==> src/rtl/proc_trace_fifo_pkg.sv <==
// ----------------------------------------------------------------------------
// proc_trace_pkg
// Shared types for the processor commit-trace buffer.
//   TRACE_ENTRY_W : width of one stored trace entry (PC + writeback data)
//   trace_entry_t : packed view of one entry, PC in the upper half
// ----------------------------------------------------------------------------
package proc_trace_pkg;

    parameter int TRACE_ENTRY_W = 64;

    typedef struct packed {
        logic [31:0] addr;
        logic [31:0] data;
    } trace_entry_t;

endpackage

==> src/rtl/proc_trace_fifo_if.sv <==
// ----------------------------------------------------------------------------
// proc_trace_fifo_if
// Trace input (no backpressure) plus val/rdy dequeue side of the trace FIFO.
//   trace_val/trace_addr/trace_data : commit trace from the processor
//   deq_val/deq_addr/deq_data       : head entry presented to the consumer
//   deq_rdy                         : consumer accepts the head entry
// master : the producer/consumer side (processor + drain logic, or a bench)
// slave  : the FIFO itself
// ----------------------------------------------------------------------------
interface proc_trace_fifo_if;

    logic        trace_val;
    logic [31:0] trace_addr;
    logic [31:0] trace_data;
    logic        deq_val;
    logic        deq_rdy;
    logic [31:0] deq_addr;
    logic [31:0] deq_data;

    modport master (
        output trace_val, trace_addr, trace_data, deq_rdy,
        input  deq_val, deq_addr, deq_data
    );

    modport slave (
        input  trace_val, trace_addr, trace_data, deq_rdy,
        output deq_val, deq_addr, deq_data
    );

endinterface

==> src/rtl/proc_trace_fifo_mem.sv <==
// ----------------------------------------------------------------------------
// trace_fifo_mem
// DEPTH x TRACE_ENTRY_W register file backing the trace FIFO.
//   clk     : clock
//   i_we    : write enable
//   i_waddr : write index
//   i_wdata : entry to store
//   i_raddr : read index
//   o_rdata : combinational read of r_mem[i_raddr]
// Storage is deliberately not reset; the top level masks the read data
// whenever the FIFO is empty, so stale contents never reach the consumer.
// ----------------------------------------------------------------------------
module trace_fifo_mem
    import proc_trace_pkg::*;
#(
    parameter int DEPTH = 8
) (
    input  logic                       clk,
    input  logic                       i_we,
    input  logic [$clog2(DEPTH)-1:0]   i_waddr,
    input  logic [TRACE_ENTRY_W-1:0]   i_wdata,
    input  logic [$clog2(DEPTH)-1:0]   i_raddr,
    output logic [TRACE_ENTRY_W-1:0]   o_rdata
);

    logic [TRACE_ENTRY_W-1:0] r_mem [DEPTH];

    always_ff @(posedge clk) begin
        if (i_we) begin
            r_mem[i_waddr] <= i_wdata;
        end
    end

    assign o_rdata = r_mem[i_raddr];

endmodule

==> src/rtl/proc_trace_fifo.sv <==
// ----------------------------------------------------------------------------
// proc_trace_fifo
// Buffers the processor commit trace so a slower consumer can drain it over
// a val/rdy interface. The processor cannot be stalled, so entries arriving
// while the buffer is full (and not draining that cycle) are dropped and
// counted.
//   clk, rst   : clock, asynchronous active-high reset
//   bus        : proc_trace_fifo_if.slave (trace in, val/rdy dequeue out)
//   clear      : synchronous clear of overflow and drop_count only
//   count      : current occupancy (0..DEPTH)
//   overflow   : sticky, set on any drop since reset/clear
//   drop_count : saturating count of dropped entries
// ----------------------------------------------------------------------------
module proc_trace_fifo
    import proc_trace_pkg::*;
#(
    parameter int DEPTH = 8,
    parameter int DROPW = 16
) (
    input  logic                     clk,
    input  logic                     rst,
    proc_trace_fifo_if.slave         bus,
    input  logic                     clear,
    output logic [$clog2(DEPTH):0]   count,
    output logic                     overflow,
    output logic [DROPW-1:0]         drop_count
);

    localparam int AW = $clog2(DEPTH);
    localparam int CW = AW + 1;

    logic [AW-1:0]            r_headPtr;
    logic [AW-1:0]            r_tailPtr;
    logic [CW-1:0]            r_count;
    logic                     r_overflow;
    logic [DROPW-1:0]         r_dropCount;

    logic                     w_notEmpty;
    logic                     w_full;
    logic                     w_deqFire;
    logic                     w_enq;
    logic                     w_drop;
    trace_entry_t             w_wentry;
    trace_entry_t             w_rentry;
    logic [TRACE_ENTRY_W-1:0] w_rdata;

    // A full buffer can still accept a new entry when the head leaves in the
    // same cycle; only a full, non-draining cycle loses the incoming trace.
    assign w_notEmpty = (r_count != '0);
    assign w_full     = (r_count == CW'(DEPTH));
    assign w_deqFire  = w_notEmpty && bus.deq_rdy;
    assign w_enq      = bus.trace_val && (!w_full || w_deqFire);
    assign w_drop     = bus.trace_val && w_full && !w_deqFire;

    assign w_wentry = '{addr: bus.trace_addr, data: bus.trace_data};

    trace_fifo_mem #(
        .DEPTH (DEPTH)
    ) u_mem (
        .clk     (clk),
        .i_we    (w_enq),
        .i_waddr (r_tailPtr),
        .i_wdata (w_wentry),
        .i_raddr (r_headPtr),
        .o_rdata (w_rdata)
    );

    assign w_rentry = trace_entry_t'(w_rdata);

    // Head entry is masked to zero while empty so unreset storage is never
    // visible on the outputs.
    assign bus.deq_val  = w_notEmpty;
    assign bus.deq_addr = w_notEmpty ? w_rentry.addr : 32'h0;
    assign bus.deq_data = w_notEmpty ? w_rentry.data : 32'h0;

    // Pointers wrap naturally because DEPTH is a power of two.
    always_ff @(posedge clk or posedge rst) begin
        if (rst) begin
            r_headPtr <= '0;
            r_tailPtr <= '0;
            r_count   <= '0;
        end else begin
            if (w_enq) begin
                r_tailPtr <= r_tailPtr + AW'(1);
            end
            if (w_deqFire) begin
                r_headPtr <= r_headPtr + AW'(1);
            end
            case ({w_enq, w_deqFire})
                2'b10:   r_count <= r_count + CW'(1);
                2'b01:   r_count <= r_count - CW'(1);
                default: r_count <= r_count;
            endcase
        end
    end

    // A drop in the same cycle as clear takes priority, so the drop that
    // happened is never lost from the statistics.
    always_ff @(posedge clk or posedge rst) begin
        if (rst) begin
            r_overflow  <= 1'b0;
            r_dropCount <= '0;
        end else if (clear) begin
            r_overflow  <= w_drop;
            r_dropCount <= w_drop ? DROPW'(1) : '0;
        end else if (w_drop) begin
            r_overflow <= 1'b1;
            if (r_dropCount != '1) begin
                r_dropCount <= r_dropCount + DROPW'(1);
            end
        end
    end

    assign count      = r_count;
    assign overflow   = r_overflow;
    assign drop_count = r_dropCount;

endmodule

==> src/flat_wrapper.sv <==
// flat-port wrapper written by rule: the top's interface ports become plain ports
module proc_trace_fifo_flat import proc_trace_pkg::*;
#(
    parameter int DEPTH = 8,
    parameter int DROPW = 16
)
  (clk, rst, clear, count, overflow, drop_count, bus_trace_val, bus_trace_addr, bus_trace_data, bus_deq_rdy, bus_deq_val, bus_deq_addr, bus_deq_data);
  proc_trace_fifo_if bus_i ();
  input  logic clk;
  input  logic rst;
  input  logic clear;
  output logic [$clog2(DEPTH):0] count;
  output logic overflow;
  output logic [DROPW-1:0] drop_count;
  input wire logic [$bits(bus_i.trace_val)-1:0] bus_trace_val;
  input wire logic [$bits(bus_i.trace_addr)-1:0] bus_trace_addr;
  input wire logic [$bits(bus_i.trace_data)-1:0] bus_trace_data;
  input wire logic [$bits(bus_i.deq_rdy)-1:0] bus_deq_rdy;
  output wire logic [$bits(bus_i.deq_val)-1:0] bus_deq_val;
  output wire logic [$bits(bus_i.deq_addr)-1:0] bus_deq_addr;
  output wire logic [$bits(bus_i.deq_data)-1:0] bus_deq_data;
  assign bus_i.trace_val = bus_trace_val;
  assign bus_i.trace_addr = bus_trace_addr;
  assign bus_i.trace_data = bus_trace_data;
  assign bus_i.deq_rdy = bus_deq_rdy;
  assign bus_deq_val = bus_i.deq_val;
  assign bus_deq_addr = bus_i.deq_addr;
  assign bus_deq_data = bus_i.deq_data;
  proc_trace_fifo #(.DEPTH(DEPTH), .DROPW(DROPW)) u_core (.clk(clk), .rst(rst), .bus(bus_i), .clear(clear), .count(count), .overflow(overflow), .drop_count(drop_count));
endmodule
==> config.mk <==
export PLATFORM = sky130hd
export DESIGN_NAME = proc_trace_fifo_flat
export DESIGN_NICKNAME = d
export VERILOG_FILES = /design/src/rtl/proc_trace_fifo_pkg.sv /design/src/rtl/proc_trace_fifo_if.sv /design/src/rtl/proc_trace_fifo_mem.sv /design/src/rtl/proc_trace_fifo.sv /design/src/flat_wrapper.sv
export SDC_FILE = /design/constraint.sdc
export NUM_CORES = 1
export LEC_CHECK = 0
export ABC_AREA = 0
export CORE_MARGIN = 2
export CORE_UTILIZATION = 53
export CTS_BUF_LIST = sky130_fd_sc_hd__clkbuf_8 sky130_fd_sc_hd__clkbuf_16
export CTS_CLUSTER_DIAMETER = 200
export DETAILED_ROUTE_END_ITERATION = 7
export GPL_ROUTABILITY_DRIVEN = 0
export GPL_TIMING_DRIVEN = 0
export PLACE_DENSITY_LB_ADDON = 0.2
export SYNTH_ARGS = -nofsm -noshare
export SYNTH_HDL_FRONTEND = slang
export SYNTH_SLANG_ARGS = --single-unit
export TNS_END_PERCENT = 50
==> constraint.sdc <==
create_clock -name clk -period 7.5 [get_ports clk]
set_input_delay 1.5 -clock clk [delete_from_list [all_inputs] [get_ports clk]]
set_output_delay 1.5 -clock clk [all_outputs]
set_load 0.02 [all_outputs]
==> results of run 1 <==
-- stage by stage --
stage,setup TNS (ps),hold WS [ps]
2_1_floorplan,0,532
3_3_place_gp,-1480920,515
3_5_place_dp,0,531
4_1_cts,0,542
5_1_grt,0,558
6_report,0,535
-- power by group through the flow --
| stage | sequential, uW | clock (uW) | combinational, uW |
|---|---|---|---|
| final | 3870 | 2580 | 3660 |
| after global routing | 3900 | 2750 | 3920 |
| after CTS | 3870 | 2640 | 3740 |
| after detailed placement | 3930 | 0 | 3730 |
| after global placement | 4020 | 0 | 3550 |
| after floorplan | 3960 | 0 | 2190 |
-- flip-flops by register name (all words and copies together), names as in the netlist --
signal / count
u_core.u_mem.r_mem: 512
u_core.drop_count: 16
u_core.count: 4
u_core.r_tailPtr: 3
u_core.overflow: 1
u_core.r_headPtr: 3
-- cell families (layout without fill, tap and decap cells) --
logic type                 Yosys count  count (layout)  share of synthesized area (%)
DFF                                539             539                           76.9
muxes                              195             195                           17.0
and+or+nand+nor                    145             145                           3.54
buffers and inverters               50             346                           1.09
xor gates and xnor gates            21              21                          0.881
AOI/OAI and AO/OA                   10              10                          0.324
adders and majority gates            4               4                          0.240
other                                0               1                              0
-- layout by cell type (no fill, tap or decap), types with 18 or more instances in the layout --
cell / count
buf_2: 20
buf_6: 28
clkbuf_16: 55
clkdlybuf4s50_1: 154
dfrtp_1: 27
edfxtp_1: 512
mux2i_1: 65
mux4_2: 128
nor2_1: 82
xnor2_1: 18
-- worst paths after layout --
check | endpoint | slack [ps] | cells past startpoint
worst max-delay path | bus_deq_addr[2] | 2500 | 5
worst min-delay path | u_core.overflow | 540 | 2
worst max register to register | u_core.u_mem.r_mem[1][47] | 4670 | 9
worst min register to register | u_core.overflow | 540 | 2
max in group asynchronous | u_core.drop_count[5] | 5380 | 2
min in group asynchronous | u_core.drop_count[11] | 1480 | 2
-- critical path: cells and delay by family, from the launching register on --
family,cells,cell delay [ps]
buffers and inverters,3,1820
DFF,1,490
and+or+nand+nor,2,590
-- final cells by class --
class | instances | area share (%)
diodes | 1 | 0.00984
plain buffers | 46 | 0.836
clock buffers | 55 | 5.41
clock inverters | 42 | 1.29
inverters | 4 | 0.0590
multi-input cells | 375 | 18.3
flip-flops and latches | 539 | 63.1
well taps | 518 | 2.55
repair buffers | 199 | 8.43
-- layer usage --
metal  routed length, um  vias up  global-route usage [%]
met4                 707        2                    5.42
met2               21200      259                    34.9
li1                    -     4469                       -
met3                2310       58                    3.76
met5                  13        -                       0
met1               18200     5284                    29.9
==> impl_metrics.ini, run 1 <==
[clocking]
path_clk_slew_ps = 60
cts_resized = 0
cts_buffers = 53
clock_sinks = 539
cts_setup_buffers = 0
clk_path_buf_depth = 3
root_buffer = clkbuf_16
hold_buffers = 0
cts_tree = built
htreeDepth = 2
clk_latency_ps = 590

[sta]
max_slew_margin_pct = 29.1
worst_pin_slew_ps = 1060
fin_worst_skew_ps = 11.5
final-setup-viol-count = 0
fin_ws_ps = 2500
fin_crit_ps = 5000
max_freq_mhz = 200
rsz0062_at_grt = no
finalHoldViolCount = 0
post-route-period-util_pct = 66.7
drv_slew = 0

[logic_synthesis]
synth_top_area_share_pct = 73.7
yosys_warnings = 0
yosys.area.top_type = edfxtp_1
synth_fp_nets = 1037
ys_top_cells_by_count = 512 x edfxtp_1, 128 x mux4_2, 85 x nor2_1
synth-edff-count = 512
ys_seq_elements = 539
synth_area_leaders = edfxtp_1 74%, mux4_2 14%, dfrtp_1 3.2%
synth_most_common_cell = edfxtp_1
ys_seq_area_share_pct = 76.9
syn-cell-area_um2 = 20900
async_flop_share_pct = 5.01
syn_area_per_cell_um2 = 21.7
netlist_instances = 964
synth_ff_type = edfxtp_1
yosysUniqueCellTypes = 46

[finish]
layout-drive-gt1-share_pct = 22.8
areaGrowthSynthToFinish_pct = 21.8
fin_util_pct = 65.6
final_cell_area_um2 = 25400
num-nets-final = 1291
final_cells = 1779
regArea_um2 = 16100
nFillCells = 2584
multi_input_area_um2 = 4650

[drt]
route.detailed.drc = 0
drt_iter0_drc = 689
via_per_inst = 5.66
final_antenna_net_count = 0
drt-total-wl_mm = 42.4
drt-pass1-iter-count = 5
via_count = 10072
wl_per_cell_um = 23.8

[worst_setup_path]
critical_path.startpoint = u_core.count[1]
crit_path_cell_trace = nor4_2 > clkbuf_1 > buf_1 > nor2_1 > clkdlybuf4s50_1
endpoint_kind = output pin
slowest_stage = clkbuf_1
crit_path_max_incr_delay_ps = 640
critPathMaxFanout = 10
cp-start-kind = flop
critPathKind = reg -> out
r2r_start = u_core.count[1]
cp.arrival_ps = 3500
worstPathRequired_ps = 6000

[place]
dpl.cell_count = 1681
dp_hpwl_mm = 27.3
pre_cts_ws_ps = 3010
placed_cell_area_um2 = 23700
io_buffers = 154

[pwr]
leakage_uw = 0.00848
seq_power_share_pct = 38.3
p_per_area_nw_per_um2 = 398
combPwrFrac_pct = 36.2
power.total_uw = 10100
peakVddDrop_mv = 0.273
power.net_switching_uw = 3140
netSwitchingFraction_pct = 31.0
p_clk_share_pct = 25.5
p_int_uw = 6980

[global_routing]
grt_max_degree = 28
grt_overflow_total = 0
grt_usage_pct = 21.2
grt_pass1_vias = 10401
grt_pass1_wl_mm = 64.2
antenna_found_initial = 2

[status]
status = completed

[floorplanning]
die_h_um = 202
start_util_pct = 53.9
rows = 72
dieWidth_um = 202
dieArea_um2 = 41000
boundaryPins = 155
core_area_um2 = 38700

[hold_path]
hp-class = reg -> reg
hold_start = u_core.overflow

[job]
cap_violations = 0
No activity file was read; power rests on OpenSTA's default activity.
==> run 2, diff against run 1 <==
CORE_UTILIZATION = 58   (was 53)
clock period = 5.2 ns   (was 7.5 ns; I/O delays follow)
==> run 2 against run 1 <==
Largest power group unchanged. Die area down 8.5%. Final cell count fell by 3.5%. Core utilization grew 5.9 points. Total power rose by 44%. Largest cell class unchanged. Flip-flop and latch count is the same.
==> impl_metrics.ini, run 2 (synthesis gave the netlist of run 1 again) <==
[status]
status = completed

[clocking]
htreeDepth = 2
cts_tree = built
root_buffer = clkbuf_16
path_clk_slew_ps = 60
cts_setup_buffers = 0
clk_latency_ps = 560
clk_path_buf_depth = 3
clock_sinks = 539
cts_buffers = 53
hold_buffers = 0
cts_resized = 0

[floorplanning]
rows = 69
dieWidth_um = 194
start_util_pct = 58.8
boundaryPins = 155
die_h_um = 194
dieArea_um2 = 37500
core_area_um2 = 35500

[worst_setup_path]
r2r_cells = 8
endpoint_kind = output pin
cp.arrival_ps = 3530
r2r_slack_ps = 2350
critPathMaxFanout = 10
path_common_cell = clkbuf_1
crit_path_max_incr_delay_ps = 730
slowest_stage = clkbuf_1
critPathKind = reg -> out
r2r-end = u_core.u_mem.r_mem[4][38]
cpLargestDelayFamily = buffers and inverters
cp-start-kind = flop
crit_buf_inv = 3
worstPathRequired_ps = 4160
crit_path_cell_trace = nor4_2 > clkbuf_1 > clkbuf_1 > nor2_1 > clkdlybuf4s50_1
r2r_start = u_core.count[1]

[sta]
worst_pin_slew_ps = 1070
finalHoldViolCount = 0
fin_worst_skew_ps = 13.4
post-route-period-util_pct = 88.0
max_freq_mhz = 219
drv_slew = 0
fin_crit_ps = 4570
max_slew_margin_pct = 28.5
holdWs_ps = 527
final-setup-viol-count = 0
rsz0062_at_grt = no

[global_routing]
antenna_found_initial = 4
use_met1_pct = 32.3
busiest_layer = met2
grt_max_degree = 28
grt_usage_pct = 22.6
met3_usage_pct = 4.30
grt_pass1_vias = 10405
grt_overflow_total = 0
met2_usage_pct = 36.5
grt_pass1_wl_mm = 63.2

[place]
dpl.cell_count = 1620
io_buffers = 154
dp_hpwl_mm = 26.9

[drt]
final_antenna_net_count = 0
drt_iter0_drc = 799
drt-total-wl_mm = 41.6
wl_per_cell_um = 24.3
via_per_inst = 5.92
via_count = 10166
drt-pass1-iter-count = 6
route.detailed.drc = 0

[finish]
final_cell_mix = 512 x edfxtp_1, 154 x clkdlybuf4s50_1, 128 x mux4_2, 82 x nor2_1, 65 x mux2i_1
largest_reg_flops = 512
top_register = u_core.u_mem.r_mem
layout-drive-gt1-share_pct = 22.2
num-nets-final = 1287
areaGrowthSynthToFinish_pct = 21.6
final_cells = 1716
final_common_cell = edfxtp_1

[job]
cap_violations = 0

[pwr]
p_per_area_nw_per_um2 = 572
leakage_uw = 0.00846
peakVddDrop_mv = 0.564
power.total_uw = 14500

[hold_path]
min_path_cells = 2
hp-class = reg -> reg
hold_start = u_core.overflow
hold_path_end = u_core.overflow
[run 2: cell count changes in the layout (fill, tap and decap cells not counted), sizes merged]
cell,previous run,this run
clkinv,22,15
buf,75,71
inv,18,21
diode,1,3
bufinv,6,5
clkinvlp,0,1
[run 2: power by group]
part / internal, uW / leakage (uW) / switching [uW] / total, uW
clock network: 2140 / 0.000867 / 1490 / 3620
logic: 2490 / 0.00259 / 2810 / 5300
registers: 5400 / 0.00501 / 187 / 5590
total: 10000 / 0.00846 / 4490 / 14500
[run 2: layout make-up]
cell class	instances	area, um2
fillers	2167	10100
inverters	4	15.0
well taps	461	577
flip-flops and latches	539	16100
clock inverters	38	285
repair buffers	195	2190
clock buffers	55	1380
multi-input cells	375	4660
plain buffers	46	213
diodes	3	7.51
[run 2: per-stage QoR]
stage	utilization, %	TNS [ps]	setup WS, ps	cell area (um2)
after floorplan	-	-193110	-1000	20900
after global placement	64.8	-2055050	-6050	23000
after detailed placement	66.8	0	1190	23700
after CTS	71.5	0	568	25400
after global routing	71.5	0	410	25400
final	71.5	0	625	25400
[run 2: worst max path at each step]
stage | start | end | slack, ps | cells after the start
final | u_core.count[1] | bus_deq_addr[21] | 630 | 5
after global routing | u_core.count[1] | bus_deq_addr[21] | 410 | 5
after CTS | u_core.count[1] | bus_deq_addr[21] | 570 | 5
after detailed placement | u_core.count[1] | bus_deq_addr[25] | 1190 | 5
after global placement | bus_deq_rdy | u_core.u_mem.r_mem[4][39] | -6050 | 3
after floorplan | bus_deq_rdy | u_core.u_mem.r_mem[4][0] | -1000 | 2
[run 2: layer usage]
layer  part of all wire, %  routed length, um  vias up
met4                   1.8                767        4
met3                   6.8               2830       69
met5                 0.067                 28        -
met1                    42              17400     5278
met2                    49              20500      335
li1                      -                  -     4480
[run 2: worst min-delay path, cell delays in order (launching register included)]
cell and delay, ps:
dfrtp_1 370, inv_1 50, o21ai_0 60
==> run 3, diff against run 2 <==
GPL_TIMING_DRIVEN = unset   (was 0)
==> run 3 against run 2 <==
Sequential power rose by 4.1%. Register-to-register slack worse by 20 ps. Wire length is 4.2% lower. Clock power increased by 2%. Critical endpoint is now bus_deq_data[17]. Critical path depth unchanged.
==> impl_metrics.ini, run 3 (synthesis gave the netlist of run 1 again) <==
[status]
status = completed

[place]
dp_hpwl_mm = 20.6
io_buffers = 154
dpl.cell_count = 1556
placed_cell_area_um2 = 23200

[floorplanning]
boundaryPins = 155
dieWidth_um = 194
start_util_pct = 58.8
die_h_um = 194
rows = 69
dieArea_um2 = 37500
core_area_um2 = 35500

[worst_setup_path]
critPathKind = reg -> out
endpoint_kind = output pin
r2r-end = u_core.count[2]
critPathMaxFanout = 27
r2r_cells = 10
worstPathRequired_ps = 4160
cp-start-kind = flop
cp.arrival_ps = 3270
r2r_slack_ps = 2330
r2r_start = u_core.count[1]

[sta]
rsz0062_at_grt = no
final-setup-viol-count = 0
holdWs_ps = 522
post-route-period-util_pct = 82.9
max_freq_mhz = 232
fin_crit_ps = 4310
finalHoldViolCount = 0
max_slew_margin_pct = 37.4
drv_slew = 0
fin_worst_skew_ps = 18.0
worst_pin_slew_ps = 940

[hold_path]
hold_path_end = u_core.overflow
hold_start = u_core.overflow
hp-class = reg -> reg
min_path_cells = 2

[finish]
final_common_cell = edfxtp_1
final_cell_mix = 512 x edfxtp_1, 154 x clkdlybuf4s50_1, 128 x mux4_2, 82 x nor2_1, 65 x mux2i_1
fin_util_pct = 70.1
final_cell_area_um2 = 24900
layout-drive-gt1-share_pct = 21.0
num-nets-final = 1222
top_register = u_core.u_mem.r_mem
final_cells = 1656
areaGrowthSynthToFinish_pct = 19.2
largest_reg_flops = 512

[clocking]
path_clk_slew_ps = 60
cts_setup_buffers = 0
cts_resized = 0
clock_sinks = 539
htreeDepth = 2
root_buffer = clkbuf_16
hold_buffers = 0
cts_tree = built
clk_path_buf_depth = 3
cts_buffers = 52
clk_latency_ps = 570

[job]
cap_violations = 0

[drt]
wl_per_cell_um = 24.1
drt-pass1-iter-count = 4
via_per_inst = 5.92
drt_iter0_drc = 696
drt-total-wl_mm = 39.9
final_antenna_net_count = 0
via_count = 9802
route.detailed.drc = 0

[pwr]
peakVddDrop_mv = 0.418
leakage_uw = 0.00817
p_per_area_nw_per_um2 = 576

[global_routing]
grt_pass1_wl_mm = 60.6
grt_max_degree = 66
grt_overflow_total = 0
grt_usage_pct = 21.4
grt_pass1_vias = 10324
antenna_found_initial = 4
## run 3: changes by cell type in the layout (fill, tap and decap cells not counted), sizes merged
cell and delta:
diode +2, clkinvlp +1, clkinv +11, buf -48, clkbuf -17, inv -10
bufinv +1
## run 3: cell type report
cell class                      instances  area, um2
Fill cell                            2169      10600
Timing Repair Buffer                  177       1830
Multi-Input combinational cell        375       4670
Clock buffer                           54       1350
Inverter                                4       15.0
Tap cell                              461        577
Sequential cell                       539      16100
Clock inverter                         41        355
Antenna cell                            5       12.5
## run 3: stage by stage
step           power (uW)  worst slack [ps]  setup TNS, ps
5_1_grt             14900               693              0
6_report            14300               888              0
4_1_cts             14500               799              0
3_5_place_dp        10800              1430              0
3_3_place_gp        10700              1450              0
2_1_floorplan        8860             -1000        -193110
## run 3: worst max-delay path by stage
stage / endpoint / slack (ps) / start
after floorplan: u_core.u_mem.r_mem[4][0] / -1000 / bus_deq_rdy
after global placement: bus_deq_data[17] / 1450 / u_core.r_headPtr[0]
after detailed placement: bus_deq_data[19] / 1430 / u_core.r_headPtr[0]
after CTS: bus_deq_data[17] / 800 / u_core.r_headPtr[0]
after global routing: bus_deq_data[17] / 690 / u_core.r_headPtr[0]
final: bus_deq_data[17] / 890 / u_core.r_headPtr[0]
## run 3: routing by layer
layer	global-route usage [%]	routed length (um)	share of wire, %	vias to the layer above
met5	0	13	0.033	-
met4	6.36	813	2.0	2
met3	3.84	2070	5.2	55
met2	35.4	19900	50	273
met1	29.7	17100	43	5130
li1	-	-	-	4342
## run 3: worst max-delay path, stage by stage, from the launching register on
cell	delay [ps]
dfrtp_4	810
buf_4	450
mux4_2	560
mux2i_1	240
nor2_1	60
clkdlybuf4s50_1	570
## run 3: report_power, final
part	switching (uW)	internal, uW
sequential	408	5410
combinational	2450	2340
clock	1530	2170
